File: src/rtl/track_line_gen.sv
// Per-scanline road geometry generator for the pseudo-3D track renderer.
// Computes the next line's packed track word during horizontal blanking.
module track_line_gen #(
   parameter int HORIZON      = 240,
   parameter int ROAD_W       = 320,
   parameter int DEPTH_K      = 8192,
   parameter int STRIPE_SHIFT = 4
) (
   input  logic               pixel_clk,
   input  logic               Reset,
   input  logic [9:0]         DrawX,
   input  logic [9:0]         DrawY,
   input  logic [15:0]        position,
   input  logic signed [7:0]  curvature,
   input  logic signed [9:0]  player_x,
   output logic [31:0]        track,
   output logic               isTrack
);

   typedef enum logic [1:0] {IDLE, DIV, COMBINE, DONE} state_t;

   localparam logic [9:0] HZ = 10'(HORIZON);

   state_t             state_q, state_d;
   logic [15:0]        pos_q;
   logic signed [7:0]  curve_q;
   logic signed [9:0]  px_q;
   logic [7:0]         d_q, d_d;
   logic [15:0]        dvd_q, dvd_d;
   logic [7:0]         rem_q, rem_d;
   logic [15:0]        quo_q, quo_d;
   logic [3:0]         cnt_q, cnt_d;
   logic [31:0]        res_q, res_d;
   logic               rtrk_q, rtrk_d;
   logic [31:0]        track_q, track_d;
   logic               istrk_q, istrk_d;

   logic [9:0]         ny;
   logic               trk_line;
   logic [8:0]         rem_sh;
   logic [31:0]        rw_prod;
   logic [9:0]         rw, clip, midp;
   logic [7:0]         k;
   logic signed [8:0]  ks;
   logic signed [24:0] cprod;
   logic signed [19:0] pprod;
   logic signed [12:0] mid;
   logic               stripe;

   assign ny       = (DrawY == 10'd524) ? 10'd0 : DrawY + 10'd1;
   assign trk_line = (ny >= HZ) && (ny <= 10'd479);
   assign rem_sh   = {rem_q, dvd_q[15]};

   // Line geometry from the latched depth and frame parameters
   always_comb begin
      rw_prod = 32'(ROAD_W) * {24'd0, d_q};
      rw      = 10'(rw_prod >> 8);
      clip    = rw >> 3;
      k       = 8'd240 - d_q;
      ks      = $signed({1'b0, k});
      cprod   = curve_q * ks * ks;
      pprod   = px_q * $signed({1'b0, d_q});
      mid     = 13'sd320 + 13'(cprod >>> 14) - 13'(pprod >>> 8);
      if (mid < 13'sd0)
         midp = 10'd0;
      else if (mid > 13'sd1023)
         midp = 10'd1023;
      else
         midp = mid[9:0];
      stripe  = 1'((quo_q + pos_q) >> STRIPE_SHIFT);
   end

   always_comb begin
      state_d = state_q;
      d_d     = d_q;
      dvd_d   = dvd_q;
      rem_d   = rem_q;
      quo_d   = quo_q;
      cnt_d   = cnt_q;
      res_d   = res_q;
      rtrk_d  = rtrk_q;
      track_d = track_q;
      istrk_d = istrk_q;
      if (DrawX == 10'd799) begin
         state_d = IDLE;
         track_d = (state_q == DONE) ? res_q : 32'd0;
         istrk_d = (state_q == DONE) ? rtrk_q : 1'b0;
      end else begin
         unique case (state_q)
            IDLE: begin
               if (DrawX == 10'd640) begin
                  if (trk_line) begin
                     state_d = DIV;
                     d_d     = 8'(ny - HZ + 10'd1);
                     dvd_d   = 16'(DEPTH_K);
                     rem_d   = 8'd0;
                     quo_d   = 16'd0;
                     cnt_d   = 4'd0;
                  end else begin
                     state_d = DONE;
                     res_d   = 32'd0;
                     rtrk_d  = 1'b0;
                  end
               end
            end
            DIV: begin
               if (rem_sh >= {1'b0, d_q}) begin
                  rem_d = 8'(rem_sh - {1'b0, d_q});
                  quo_d = {quo_q[14:0], 1'b1};
               end else begin
                  rem_d = rem_sh[7:0];
                  quo_d = {quo_q[14:0], 1'b0};
               end
               dvd_d = {dvd_q[14:0], 1'b0};
               cnt_d = cnt_q + 4'd1;
               if (cnt_q == 4'd15)
                  state_d = COMBINE;
            end
            COMBINE: begin
               res_d   = {stripe, 1'b0, midp, rw, clip};
               rtrk_d  = 1'b1;
               state_d = DONE;
            end
            DONE: begin
            end
         endcase
      end
   end

   always_ff @(posedge pixel_clk or posedge Reset) begin
      if (Reset) begin
         state_q <= IDLE;
         d_q     <= '0;
         dvd_q   <= '0;
         rem_q   <= '0;
         quo_q   <= '0;
         cnt_q   <= '0;
         res_q   <= '0;
         rtrk_q  <= 1'b0;
         track_q <= '0;
         istrk_q <= 1'b0;
      end else begin
         state_q <= state_d;
         d_q     <= d_d;
         dvd_q   <= dvd_d;
         rem_q   <= rem_d;
         quo_q   <= quo_d;
         cnt_q   <= cnt_d;
         res_q   <= res_d;
         rtrk_q  <= rtrk_d;
         track_q <= track_d;
         istrk_q <= istrk_d;
      end
   end

   // Frame parameters are sampled once, at the last pixel of the frame
   always_ff @(posedge pixel_clk or posedge Reset) begin
      if (Reset) begin
         pos_q   <= '0;
         curve_q <= '0;
         px_q    <= '0;
      end else if (DrawY == 10'd524 && DrawX == 10'd799) begin
         pos_q   <= position;
         curve_q <= curvature;
         px_q    <= player_x;
      end
   end

   assign track   = track_q;
   assign isTrack = istrk_q;

endmodule
File: config.mk
export PLATFORM = sky130hd
export DESIGN_NAME = track_line_gen
export DESIGN_NICKNAME = d
export VERILOG_FILES = /design/src/rtl/track_line_gen.sv
export SDC_FILE = /design/constraint.sdc
export NUM_CORES = 1
export LEC_CHECK = 0
export BUFFER_PORTS_ARGS = -buffer_cell sky130_fd_sc_hd__buf_4
export CAP_MARGIN = 20
export CORE_ASPECT_RATIO = 0.6
export CORE_MARGIN = 2
export CORE_UTILIZATION = 60
export CTS_CLUSTER_SIZE = 12
export DETAILED_ROUTE_END_ITERATION = 8
export GPL_TIMING_DRIVEN = 1
export PLACE_DENSITY = 0.82
export SLEW_MARGIN = 25
export SYNTH_ARGS = -nofsm -noshare
export SYNTH_HDL_FRONTEND = slang
export SYNTH_SLANG_ARGS = --single-unit
export TNS_END_PERCENT = 10
File: constraint.sdc
create_clock -name pixel_clk -period 15.4 [get_ports pixel_clk]
set_input_delay 1.54 -clock pixel_clk [delete_from_list [all_inputs] [get_ports pixel_clk]]
set_output_delay 1.54 -clock pixel_clk [all_outputs]
set_load 0.1 [all_outputs]
==> metrics.md <==
| Metric | Value |
|---|---|
| Most common cell after layout, fill and taps aside | `inv_1` |
| Grt total ovfl | `0` |
| Vias | `11500` |
| Final WL | `34800 um` |
| Avg Inst Size Synth | `8.98 um2` |
| H-tree depth | `3` |
| Status | `complete, no violations` |
| Die H | `127 um` |
| F_max | `78.1 MHz` |
| Comb power frac | `24.6%` |
| DP Worst Slack | `2710 ps` |
| HP Class | `reg2reg` |
| Skew-Pair Late Insertion Delay | `370 ps` |
| Final ANT Viol Nets | `0` |
| Final Hold Viols | `0` |
| Worst Setup EP | `res_q[29]$_DFFE_PP0P_` |
| Critical Path Sink Type | `flip-flop` |
| DR vias/cell | `5.55` |
| Crit-path slowest cell | `ha_1` |
| Number of buffers created by CTS | `9` |
| Site row count | `45` |
| Fraction of layout cells with a size suffix above 1 | `8.19%` |
| DRC errors left | `0` |
| Cell-internal power | `430 uW` |
| Mapped Cells | `1697` |
| Asr flop ratio synth | `100%` |
| Core Util, Final | `65.1%` |
| Initial Util | `60.7%` |
| Initial DRT Pass Iterations | `5` |
| Sequential share of power | `40.3%` |
| Sw Ratio | `35.7%` |
| Wirelength per Cell | `16.8 um` |
| Slew Viols, Final | `0` |
| Reg clk slew, reported paths | `80 ps` |
| Die Area | `26700 um2` |
| Crit-path max FO | `24` |
| Setup crit start kind | `flip-flop` |
| Crit-path max cell delay | `920 ps` |
| Synthesis Warnings | `0` |
| Final Cycle Share | `83.2%` |
| Setup TNS | `0 ps` |
| Overall power | `669 uW` |
| Req. time, crit path | `15690 ps` |
| RSZ-0062 raised after global routing | `false` |
| Crit Path Class | `reg2reg` |
| Final Skew | `11.2 ps` |
| Iter 0 DRT Violations | `794` |
| Root Buffer Master | `clkbuf_16` |
| FF-to-FF path depth | `41` |
| Post-synthesis sequential area ratio | `15.6%` |
| Worst R2R Start | `d_q[1]$_DFFE_PP0P_` |
| Largest net degree at the start of global routing | `78` |
| R2r endpoint | `res_q[29]$_DFFE_PP0P_` |
| Crit. Startpoint | `d_q[1]$_DFFE_PP0P_` |
| Max Cap Viol | `0` |
| Vias in the first global route | `11900` |
| DP HPWL | `27800 um` |
| Total GRT Usage | `27.4%` |
| Core box area | `25100 um2` |
| Die width | `210 um` |
| Syn Std Cell Area | `15200 um2` |
| Initial antenna violation count | `0` |
| Worst setup margin | `2590 ps` |
| Worst slew pin tran | `1020 ps` |
| Psw | `239 uW` |
| First-pass GRT wire length | `58400 um` |
| Ant diodes | `0` |
| Post-synth EDFFs | `0` |
| P_leak | `8.57 nW` |
| GP Congestion | `0.890` |
| Crit path DAT | `13090 ps` |
| Minimum clock period after layout | `12810 ps` |
| Synthesized flop and latch total | `95` |
| Most frequent cells in the layout | `inv_1, nand2_1, fa_1` |
| Post-CTS sizing | `0` |
| Clock share of power | `35.1%` |
| Post-CTS Hold Buffers | `0` |
| I/O Buffers | `71` |
| Worst VDD drop | `0.0780 mV` |
| Setup Buffers After CTS | `0` |
| Pwr Density | `40.9 nW/um2` |
| Reg2reg setup slack | `2590 ps` |
| Ports | `89` |
| Max transition margin | `32.0%` |
| Setup-failing EPs final | `0` |
| Netlist cell types | `66` |
| Area grow syn2layout | `7.38%` |
| Ys flop type | `dfrtp_1` |
| Nets@finish | `2186` |
| Sink Count | `95` |
| Clock Path Buffers | `2` |
| CTS tree | `done` |
[flip-flops by register name, indices dropped and copies added, names as in the netlist]
| signal | cells |
|---|---|
| px_q | 10 |
| dvd_q | 3 |
| rem_q | 8 |
| res_q | 20 |
| cnt_q | 4 |
| track | 20 |
| quo_q | 5 |
| isTrack | 1 |
| pos_q | 5 |
| d_q | 8 |
| curve_q | 8 |
| state_q | 2 |
| rtrk_q | 1 |
[synthesized netlist by cell type (all sizes together), types with 8 or more instances]
| library cell | n | area share, % |
|---|---|---|
| and2 | 119 | 4.9 |
| mux2 | 27 | 2.0 |
| a21o | 14 | 0.69 |
| nand2b | 12 | 0.49 |
| fa | 207 | 27 |
| dfrtp | 95 | 16 |
| xnor2 | 71 | 4.1 |
| nor3 | 15 | 0.49 |
| clkbuf | 34 | 0.84 |
| a21oi | 37 | 1.2 |
| nand2 | 227 | 5.6 |
| nor2 | 72 | 1.8 |
| buf | 23 | 0.97 |
| o21bai | 9 | 0.44 |
| mux2i | 9 | 0.59 |
| nand3 | 19 | 0.71 |
| inv | 300 | 7.4 |
| xor2 | 25 | 1.4 |
| nor2b | 8 | 0.33 |
| ha | 182 | 15 |
| o21ai | 81 | 2.7 |
| o31ai | 16 | 0.79 |
[power by group through the flow]
stage          clock, mW  combinational [mW]  sequential, mW
3_3_place_gp           0               0.157           0.273
6_report           0.235               0.165           0.270
2_1_floorplan          0               0.122           0.273
3_5_place_dp           0               0.162           0.274
5_1_grt            0.247               0.183           0.271
4_1_cts            0.238               0.164           0.269
[final cells by class]
type / instances / area (um2)
multi-input combinational: 1249 / 11500
sequential: 95 / 2380
inverter: 301 / 1130
fill: 1922 / 8760
timing repair buffer: 85 / 642
tap: 329 / 412
clock inverter: 7 / 81.3
clock buffer: 9 / 225
[critical path, delay by kind of cell, from the launching register on]
family | cells | cell delay (ps)
multiplexers | 1 | 140
buffers and inverters | 8 | 530
flip-flops | 1 | 840
AND/OR/NAND/NOR | 4 | 720
XOR/XNOR | 2 | 740
adder cells (fa/ha/maj) | 13 | 6320
AO/OA/AOI/OAI | 13 | 3410
[metrics by stage]
stage / hold slack [ps] / std cells / cell area [um2]
after floorplan: 448 / 1702 / 15300
after global placement: 460 / 2059 / 16000
after detailed placement: 467 / 2059 / 16000
after CTS: 487 / 2075 / 16300
after global routing: 502 / 2075 / 16400
final: 480 / 2075 / 16400
[how the worst min path moves through the flow]
stage,startpoint,endpoint,depth (start not counted)
final,res_q[23]$_DFFE_PP0P_,res_q[23]$_DFFE_PP0P_,2
after global placement,dvd_q[14]$_DFFE_PP0P_,dvd_q[14]$_DFFE_PP0P_,2
after floorplan,dvd_q[14]$_DFFE_PP0P_,dvd_q[14]$_DFFE_PP0P_,2
after CTS,res_q[23]$_DFFE_PP0P_,res_q[23]$_DFFE_PP0P_,2
after global routing,res_q[14]$_DFFE_PP0P_,res_q[14]$_DFFE_PP0P_,2
after detailed placement,dvd_q[14]$_DFFE_PP0P_,dvd_q[14]$_DFFE_PP0P_,2
[logic make-up (layout without fill, tap and decap cells)]
family,after synthesis,after routing,synth area share (%)
flops,95,95,15.6
simple gates,516,516,16.4
fa+ha+maj,390,390,42.2
xor+xnor,96,96,5.52
buf+inv,358,402,9.22
other cells,1,6,0.0246
compound gates,205,205,8.45
mux,36,36,2.59
[routing by layer]
| layer | GRT usage (%) | share of wire [%] |
|---|---|---|
| met3 | 5.38 | 7.1 |
| met4 | 7.01 | 2.1 |
| met2 | 42.7 | 43 |
| met1 | 39.6 | 47 |
| met5 | 0 | 0 |
No activity file was read; power rests on OpenSTA's default activity.
